<file path="config.mk">
export PLATFORM = sky130hd
export DESIGN_NAME = reg_file_wb
export DESIGN_NICKNAME = d
export VERILOG_FILES = /design/src/rtl/reg_file_wb_pkg.sv /design/src/rtl/pend_counter.sv /design/src/rtl/reg_file_wb.sv
export SDC_FILE = /design/constraint.sdc
export NUM_CORES = 2
export LEC_CHECK = 0
export BUFFER_PORTS_ARGS = -buffer_cell sky130_fd_sc_hd__buf_2
export CAP_MARGIN = 20
export CORE_MARGIN = 3
export CORE_UTILIZATION = 32
export DETAILED_ROUTE_END_ITERATION = 8
export PLACE_DENSITY_LB_ADDON = 0.1
export SLEW_MARGIN = 20
export SYNTH_ARGS = -nofsm -noshare
export SYNTH_HDL_FRONTEND = slang
export SYNTH_SLANG_ARGS = --single-unit
export TNS_END_PERCENT = 30
</file>
<file path="constraint.sdc">
create_clock -name Clk -period 6.84 [get_ports Clk]
set_input_delay 1.026 -clock Clk [delete_from_list [all_inputs] [get_ports Clk]]
set_output_delay 1.026 -clock Clk [all_outputs]
set_load 0.02 [all_outputs]
</file>
<file path="src/rtl/reg_file_wb_pkg.sv">
// Shared CPU definitions for the register file: data/address widths, the
// pending-write counter type and its per-cycle operation encoding.
package reg_file_wb_pkg;

  localparam int unsigned CPU_DATA_W = 32;
  localparam int unsigned REG_ADDR_W = 5;
  localparam int unsigned PEND_W     = 2;
  localparam int unsigned ARCH_REGS  = 1 << REG_ADDR_W;

  typedef logic [REG_ADDR_W-1:0] reg_addr_t;
  typedef logic [PEND_W-1:0]     pend_cnt_t;

  localparam pend_cnt_t PEND_MAX = '1;

  typedef enum logic [1:0] {
    PEND_HOLD,
    PEND_INC,
    PEND_DEC
  } pend_op_e;

  // An issue and a write-back landing on the same register cancel out.
  function automatic pend_op_e pend_op(input logic inc, input logic dec);
    if (inc && !dec) return PEND_INC;
    if (dec && !inc) return PEND_DEC;
    return PEND_HOLD;
  endfunction

endpackage

</file>
<file path="src/rtl/pend_counter.sv">
// Saturating up/down counter tracking in-flight writes to one register.
// sat flags an increment attempted while already at the maximum.
module pend_counter
  import reg_file_wb_pkg::*;
(
  input  logic      clk,
  input  logic      rst,
  input  logic      inc,
  input  logic      dec,
  output pend_cnt_t count,
  output logic      sat
);

  pend_op_e  op;
  pend_cnt_t count_q;
  pend_cnt_t count_d;

  always_comb begin
    op      = pend_op(inc, dec);
    count_d = count_q;
    sat     = 1'b0;
    case (op)
      PEND_INC: begin
        if (count_q == PEND_MAX) sat = 1'b1;
        else count_d = count_q + 1'b1;
      end
      PEND_DEC: begin
        if (count_q != '0) count_d = count_q - 1'b1;
      end
      default: ;
    endcase
  end

  always_ff @(posedge clk) begin
    if (!rst) count_q <= '0;
    else      count_q <= count_d;
  end

  assign count = count_q;

endmodule

</file>
<file path="src/rtl/reg_file_wb.sv">
// Two-read/one-write register file with write-back bypass and per-register
// pending-write scoreboard producing busy flags and a sticky overflow.
module reg_file_wb
  import reg_file_wb_pkg::*;
#(
  parameter int unsigned DATA_W   = CPU_DATA_W,
  parameter int unsigned NUM_REGS = ARCH_REGS
) (
  input  logic              Clk,
  input  logic              Rst,
  input  logic              RegWrite,
  input  reg_addr_t         WriteRegister,
  input  logic [DATA_W-1:0] WriteData,
  input  reg_addr_t         ReadRegister1,
  input  reg_addr_t         ReadRegister2,
  output logic [DATA_W-1:0] ReadData1,
  output logic [DATA_W-1:0] ReadData2,
  input  logic              IssueValid,
  input  reg_addr_t         IssueRegister,
  output logic              Busy1,
  output logic              Busy2,
  output logic              Overflow
);

  localparam reg_addr_t LAST_REG = reg_addr_t'(NUM_REGS - 1);

  logic [DATA_W-1:0]    regs   [ARCH_REGS];
  pend_cnt_t            counts [ARCH_REGS];
  logic [ARCH_REGS-1:0] sat;
  logic                 overflow_q;
  logic                 wr_en;
  logic                 issue_en;

  assign wr_en    = RegWrite && (WriteRegister != '0);
  assign issue_en = IssueValid && (IssueRegister != '0);

  always_ff @(posedge Clk) begin
    if (!Rst) begin
      for (int unsigned i = 0; i < ARCH_REGS; i++) regs[i] <= '0;
    end else if (wr_en && (WriteRegister <= LAST_REG)) begin
      regs[WriteRegister] <= WriteData;
    end
  end

  for (genvar g = 0; g < ARCH_REGS; g++) begin : g_pend
    if (g == 0 || g >= NUM_REGS) begin : g_none
      assign counts[g] = '0;
      assign sat[g]    = 1'b0;
    end else begin : g_cnt
      logic inc;
      logic dec;
      assign inc = issue_en && (IssueRegister == reg_addr_t'(g));
      assign dec = wr_en && (WriteRegister == reg_addr_t'(g));
      pend_counter u_pend (
        .clk   (Clk),
        .rst   (Rst),
        .inc   (inc),
        .dec   (dec),
        .count (counts[g]),
        .sat   (sat[g])
      );
    end
  end

  always_ff @(posedge Clk) begin
    if (!Rst)     overflow_q <= 1'b0;
    else if (|sat) overflow_q <= 1'b1;
  end

  assign Overflow = overflow_q;

  always_comb begin
    ReadData1 = '0;
    ReadData2 = '0;
    if (ReadRegister1 != '0 && ReadRegister1 <= LAST_REG)
      ReadData1 = (wr_en && WriteRegister == ReadRegister1) ? WriteData : regs[ReadRegister1];
    if (ReadRegister2 != '0 && ReadRegister2 <= LAST_REG)
      ReadData2 = (wr_en && WriteRegister == ReadRegister2) ? WriteData : regs[ReadRegister2];
  end

  // A last outstanding write that is retiring right now is covered by the bypass.
  always_comb begin
    Busy1 = (ReadRegister1 != '0) && (counts[ReadRegister1] != '0) &&
            !((counts[ReadRegister1] == pend_cnt_t'(1)) && wr_en &&
              (WriteRegister == ReadRegister1));
    Busy2 = (ReadRegister2 != '0) && (counts[ReadRegister2] != '0) &&
            !((counts[ReadRegister2] == pend_cnt_t'(1)) && wr_en &&
              (WriteRegister == ReadRegister2));
  end

endmodule

</file>
* Word-level counts from Yosys, hierarchy flattened
Memories as Yosys holds them, arrays and structs flattened.
Cells that the tools add are included.
** Storage, ports and cells
- Flip-flop bits (word level) :: 63
- Bits in latches :: 0
- Memory bits (writable) :: 1024
- Memory bits (read-only) :: 0
- Bits of input ports :: 56
- Memories kept :: 1
** Cells by class
- Add/subtract/negate cells :: 62
- Multiply operators :: 0
- Div/mod/pow operators :: 0
- Order comparisons :: 5
- Eq/ne operators :: 221
- Shift operators :: 0
- Multiplexer cells :: 389
- Bitwise gates (word level) :: 2
- Reduce and logical (&&, ||, !) cells :: 304
** Memory list
- regs :: words 32, width 32, rd ports 2, clocked after memory_dff 0, wr ports 32, line reg_file_wb.sv:27 : logic [DATA_W-1:0] regs [ARCH_REGS];
** Operators with widths (count)
- 2-bit 2-to-1 mux :: 190
- 5-bit == test (second input constant) :: 32
- 1-bit 2-to-1 mux :: 160
- 32-bit 2-to-1 mux :: 5
- 1-bit logical AND :: 139
- 2-bit nonzero test :: 64
- 2-bit == test (second input constant) :: 62
- 2-bit one-hot mux with 2 select lines :: 31
- 3-bit AND reduction :: 31
- 5-bit by 4-bit == test with 1-bit output (second input constant) :: 16
- 2-bit by 1-bit == test with 1-bit output (second input constant) :: 33
- 1-bit zero test :: 64
- 2-bit by 1-bit adder with 2-bit output (second input constant) :: 31
- 2-bit by 1-bit inequality test with 1-bit output (second input constant) :: 31
- 2-bit inequality test (second input constant) :: 31
- 2-bit by 1-bit subtractor with 2-bit output (second input constant) :: 31
- 5-bit by 3-bit == test with 1-bit output (second input constant) :: 8
- 32-bit OR reduction :: 1
- 31-bit OR reduction :: 1
- 2-bit binary-select mux with 5-bit select :: 2
- 5-bit by 2-bit == test with 1-bit output (second input constant) :: 4
- 5-bit nonzero test :: 4
- 5-bit less-or-equal comparator (second input constant) :: 3
- 6-bit >= comparator (second input constant) :: 2
- 4 further kinds :: 7

* Longest topological paths before layout
- Word-level depth :: 12
- Depth in mapped cells :: 10
- Mapped depth without buffers :: 5

* Hierarchy
A second synthesis with hierarchy kept.
** Second synthesis, totals
- Cell total of the unflattened synthesis :: 4197
- Area, all modules :: 60279.1 um^2
** Modules (own cells, without submodules)
- reg_file_wb :: instances 1, cells an instance 3794, area each 56322.8 um^2, seq. area each 30769.5 um^2
- pend_counter :: instances 31, cells an instance 13, area each 127.6 um^2, seq. area each 40.0 um^2

* Worst setup path after synthesis
No wires, ideal clock.
- Kind :: in2reg
- Start :: input WriteRegister[0]
- End :: memory regs[20][0] (netlist name), enable pin
- Library setup time :: 0.466 ns
- Arrival time :: 4.362 ns
- Data required time :: 6.374 ns
- Setup slack :: 2.012 ns
- Stages :: 6
- Path buffers :: 4
- Cell sequence :: buf_2 or2_2 buf_2 buf_1 clkbuf_1 o21ai_0
** RTL lines
- from (decl) :: line reg_file_wb.sv:12 : input reg_addr_t WriteRegister,
- to (decl) :: line reg_file_wb.sv:27

* Worst setup path after layout
- Start :: input ReadRegister1[0]
- End :: output ReadData1[11]
** Between the ends
- Cells in the longest elaborated chain, start to end :: 4
- Elaborated cells between the ends (all ways) :: 8
** RTL lines
- from (decl) :: line reg_file_wb.sv:14 : input reg_addr_t ReadRegister1,
- branches (longest 3 deep; another with memory read 32 x 32 bit)
- 32-bit 2-to-1 mux * :: line reg_file_wb.sv:75 : if (ReadRegister1 != '0 && ReadRegister1 <= LAST_REG)
- to (decl) :: line reg_file_wb.sv:16 : output logic [DATA_W-1:0] ReadData1,
Every way passes the cells marked *.

==> flow_summary.toml <==
[pwr]
p_total_mw = 17.2
ir_worst_vdd_mv = 0.240
p_leak_nw = 23.1
power.density_nw_per_um2 = 251

[synthesis]
synth_mux_area_frac = 0.224
synth.distinct_cells = 74
synth_compound_area_frac = 0.0636
synth_seq_cells = 1087
synth_top_area_frac = 0.511
synthAdderAreaFrac = 0
synth-simple-area-share = 0.143
synth_area_um2 = 60200
netlist_top_cells_area = "edfxtp_1 51%, mux4_2 19%, and2_1 10%"
synth_top_family_by_area = "multiplexers"
synthFlopType = "edfxtp_1"
synthCells = 4375
ys_seq_area_frac = 0.532
avgSynthCellArea_um2 = 13.8
synth-xor-area-share = 0.00146
async_reset_ff_frac = 0
synth_edf_count = 1024
yosysWarnings = 0
synth_top_cell_by_area = "edfxtp_1"

[status]
status = "finished clean"

[floorplanning]
dieArea_um2 = 193000
die_x_um = 440
start_util = 0.323
design.core.area_um2 = 186000
io-pin-count = 123
fp-row-count = 158
die-height_um = 440

[worst_setup_path]
critPathArrivalTime_ns = 4.66
worstPathRequired_ns = 5.81
startpoint_type = "input pin"
endpoint_kind = "output pin"
path_max_fanout = 50
critPathKind = "input pin to output pin"

[route]
antenna_left = 0
drtIter0Drc = 4974
vias_per_cell = 5.79
drt_pass1_iterations = 6
wire_per_inst_um = 36.3
vias = 40500
drc = 0
routed_wl_um = 254000

[clock_tree]
clockBufferDepth = 3
numClockSinks = 1087
post_cts_buffers = 0
htreeDepth = 4
ctsHoldBuffers = 0
cts_resized = 0
clk_latency_ns = 0.78
cts_tree = "built"
cts_made_buffers = 135
root_buffer = "clkbuf_16"
cts.clk_slew.worst_paths_ns = 0.05

[timing]
timing.final.crit_share = 0.831
min_period_ns = 5.68
rsz0062_at_grt = "no"
slew_headroom = 0.177
setup_viol = 0
fmax_mhz = 176
hold_viol_final = 0
maxSlewViolCount = 0
fin_skew_ns = 0.0124
fin_setup_tns_ns = 0
max_slew.worst_pin.slew_ns = 1.23

[global_route]
grt_pass1_wl_um = 348000
grt_pass1_vias = 40100
antenna_found_initial = 27
grt-ovfl-total = 0
grt_use_total = 0.260
grt_max_degree = 73

[layout]
nets = 4441
finalInstanceArea_um2 = 68400
layout-drive-gt1-share = 0.247
area_growth_pct = 13.7
nFillCells = 17700

[placement]
place_area_um2 = 64200
io_buffers = 122
post-dp-hpwl_um = 156000
gp_congestion = 0.821

[worst_hold_path]
hold_path_class = "flop to flop"

[flow_run]
cap_viol_max_count = 0
## cell families (layout without fill, tap and decap cells)
logic type                after synthesis  after routing
and+or+nand+nor                      1507           1507
AOI/OAI and AO/OA                     578            578
DFF                                  1087           1087
buffers and inverters                 493            576
other                                   1             47
xor gates and xnor gates               10             10
muxes                                 699            699
## cell usage in the layout (no fill, tap or decap), types with 21 or more instances in the layout
| cell | Yosys | routed |
|---|---|---|
| edfxtp_1 | 1024 | 1024 |
| and2_1 | 968 | 968 |
| mux4_2 | 502 | 502 |
| nand2_1 | 223 | 222 |
| buf_4 | 27 | 161 |
| mux2i_1 | 157 | 157 |
| clkbuf_16 | 0 | 136 |
| a21oi_1 | 115 | 115 |
| buf_2 | 95 | 114 |
| nand3_1 | 94 | 94 |
| o22ai_1 | 71 | 71 |
| o21ai_0 | 100 | 69 |
| dfxtp_1 | 63 | 63 |
| nor2_1 | 87 | 61 |
| a22oi_1 | 58 | 58 |
| o211ai_1 | 45 | 45 |
| inv_1 | 38 | 37 |
| clkbuf_1 | 303 | 35 |
| a31oi_1 | 34 | 34 |
| conb_1 | 1 | 32 |
| mux2_2 | 31 | 31 |
| o21ai_4 | 0 | 31 |
| o21a_1 | 31 | 31 |
| clkinv_1 | 2 | 30 |
| a211o_1 | 27 | 27 |
| nor3_1 | 33 | 26 |
| nor2_4 | 0 | 24 |
| a211oi_1 | 24 | 24 |
| nor2b_1 | 27 | 21 |
| a22o_1 | 21 | 21 |
## cell usage after synthesis, types with 4 or more instances
cell and number:
nor3_1 33, a221oi_1 14, a311oi_1 4, mux4_1 9, buf_2 95, o21a_1 31
a211o_1 27, a22o_1 21, nand2_1 223, a32o_1 6, mux2_2 31, a31oi_1 34
edfxtp_1 1024, and2_1 968, a21oi_1 115, buf_4 27, nand2b_1 9, nand4b_1 5
nor4_1 12, buf_1 17, nor2_1 87, nand3b_1 8, or2_2 4, or3b_2 4
xnor2_1 9, nand3_1 94, and4b_1 4, dfxtp_1 63, inv_1 38, a211oi_1 24
mux4_2 502, o22ai_1 71, buf_6 9, o21ai_0 100, nor2b_1 27, o2111ai_1 16
a22oi_1 58, clkbuf_1 303, o211ai_1 45, mux2i_1 157
## worst paths after layout
path | end | start | depth (start not counted) | slack (ns)
worst max-delay path | ReadData1[11] | ReadRegister1[0] | 8 | 1.16
worst min-delay path | g_pend[19].g_cnt.u_pend.count[0]$_SDFFE_PN0P_ | g_pend[19].g_cnt.u_pend.count[1]$_SDFFE_PN0P_ | 2 | 0.52
worst max register to register | Overflow$_SDFFE_PN0P_ | g_pend[4].g_cnt.u_pend.count[0]$_SDFFE_PN0P_ | 4 | 5.46
worst min register to register | g_pend[19].g_cnt.u_pend.count[0]$_SDFFE_PN0P_ | g_pend[19].g_cnt.u_pend.count[1]$_SDFFE_PN0P_ | 2 | 0.52
## sequential cells by signal, summed over array words and instances (netlist names)
register / count
g_pend.g_cnt.u_pend.count: 62
regs: 1024
Overflow: 1
## worst max-delay path: stages
cell and delay (ns):
buf_8 0.41, buf_12 0.37, buf_4 0.40, mux4_2 0.56
mux2_2 0.30, o2111ai_1 0.52, nand3_1 0.48, buf_2 0.31
## per-layer routing
metal  track usage  part of all wire  up-vias
met4        0.0805             0.032        2
met3        0.0365             0.065      340
met1         0.356              0.42    21600
li1              -                 -    16800
met2         0.428              0.48     1707
met5             0          0.000051        -
## where the power goes
part           internal (mW)  switching, mW  leakage (nW)
Combinational          0.830           1.48          10.8
Sequential              7.64          0.186          10.3
Clock                   3.98           3.05          2.04
## per-stage QoR
step           std cells   util  setup WS [ns]  hold WS (ns)
6_report            6984  0.367           1.16         0.522
3_5_place_dp        6727  0.345           1.21         0.513
4_1_cts             6968  0.367           1.21         0.519
2_1_floorplan       4406      -           2.01         0.473
3_3_place_gp        6727  0.345           1.21         0.507
5_1_grt             6974  0.367           1.11         0.551
## area by class of cell
| class | count | area, µm² | area share |
|---|---|---|---|
| Sequential cell | 1087 | 32000 | 0.468 |
| Antenna cell | 15 | 37.5 | 0.000549 |
| Clock buffer | 171 | 3530 | 0.0517 |
| Clock inverter | 70 | 662 | 0.00968 |
| Timing Repair Buffer | 295 | 2140 | 0.0313 |
| Tap cell | 2480 | 3100 | 0.0454 |
| Inverter | 40 | 153 | 0.00223 |
| Multi-Input combinational cell | 2826 | 26800 | 0.391 |
No activity file was read; power rests on OpenSTA's default activity.
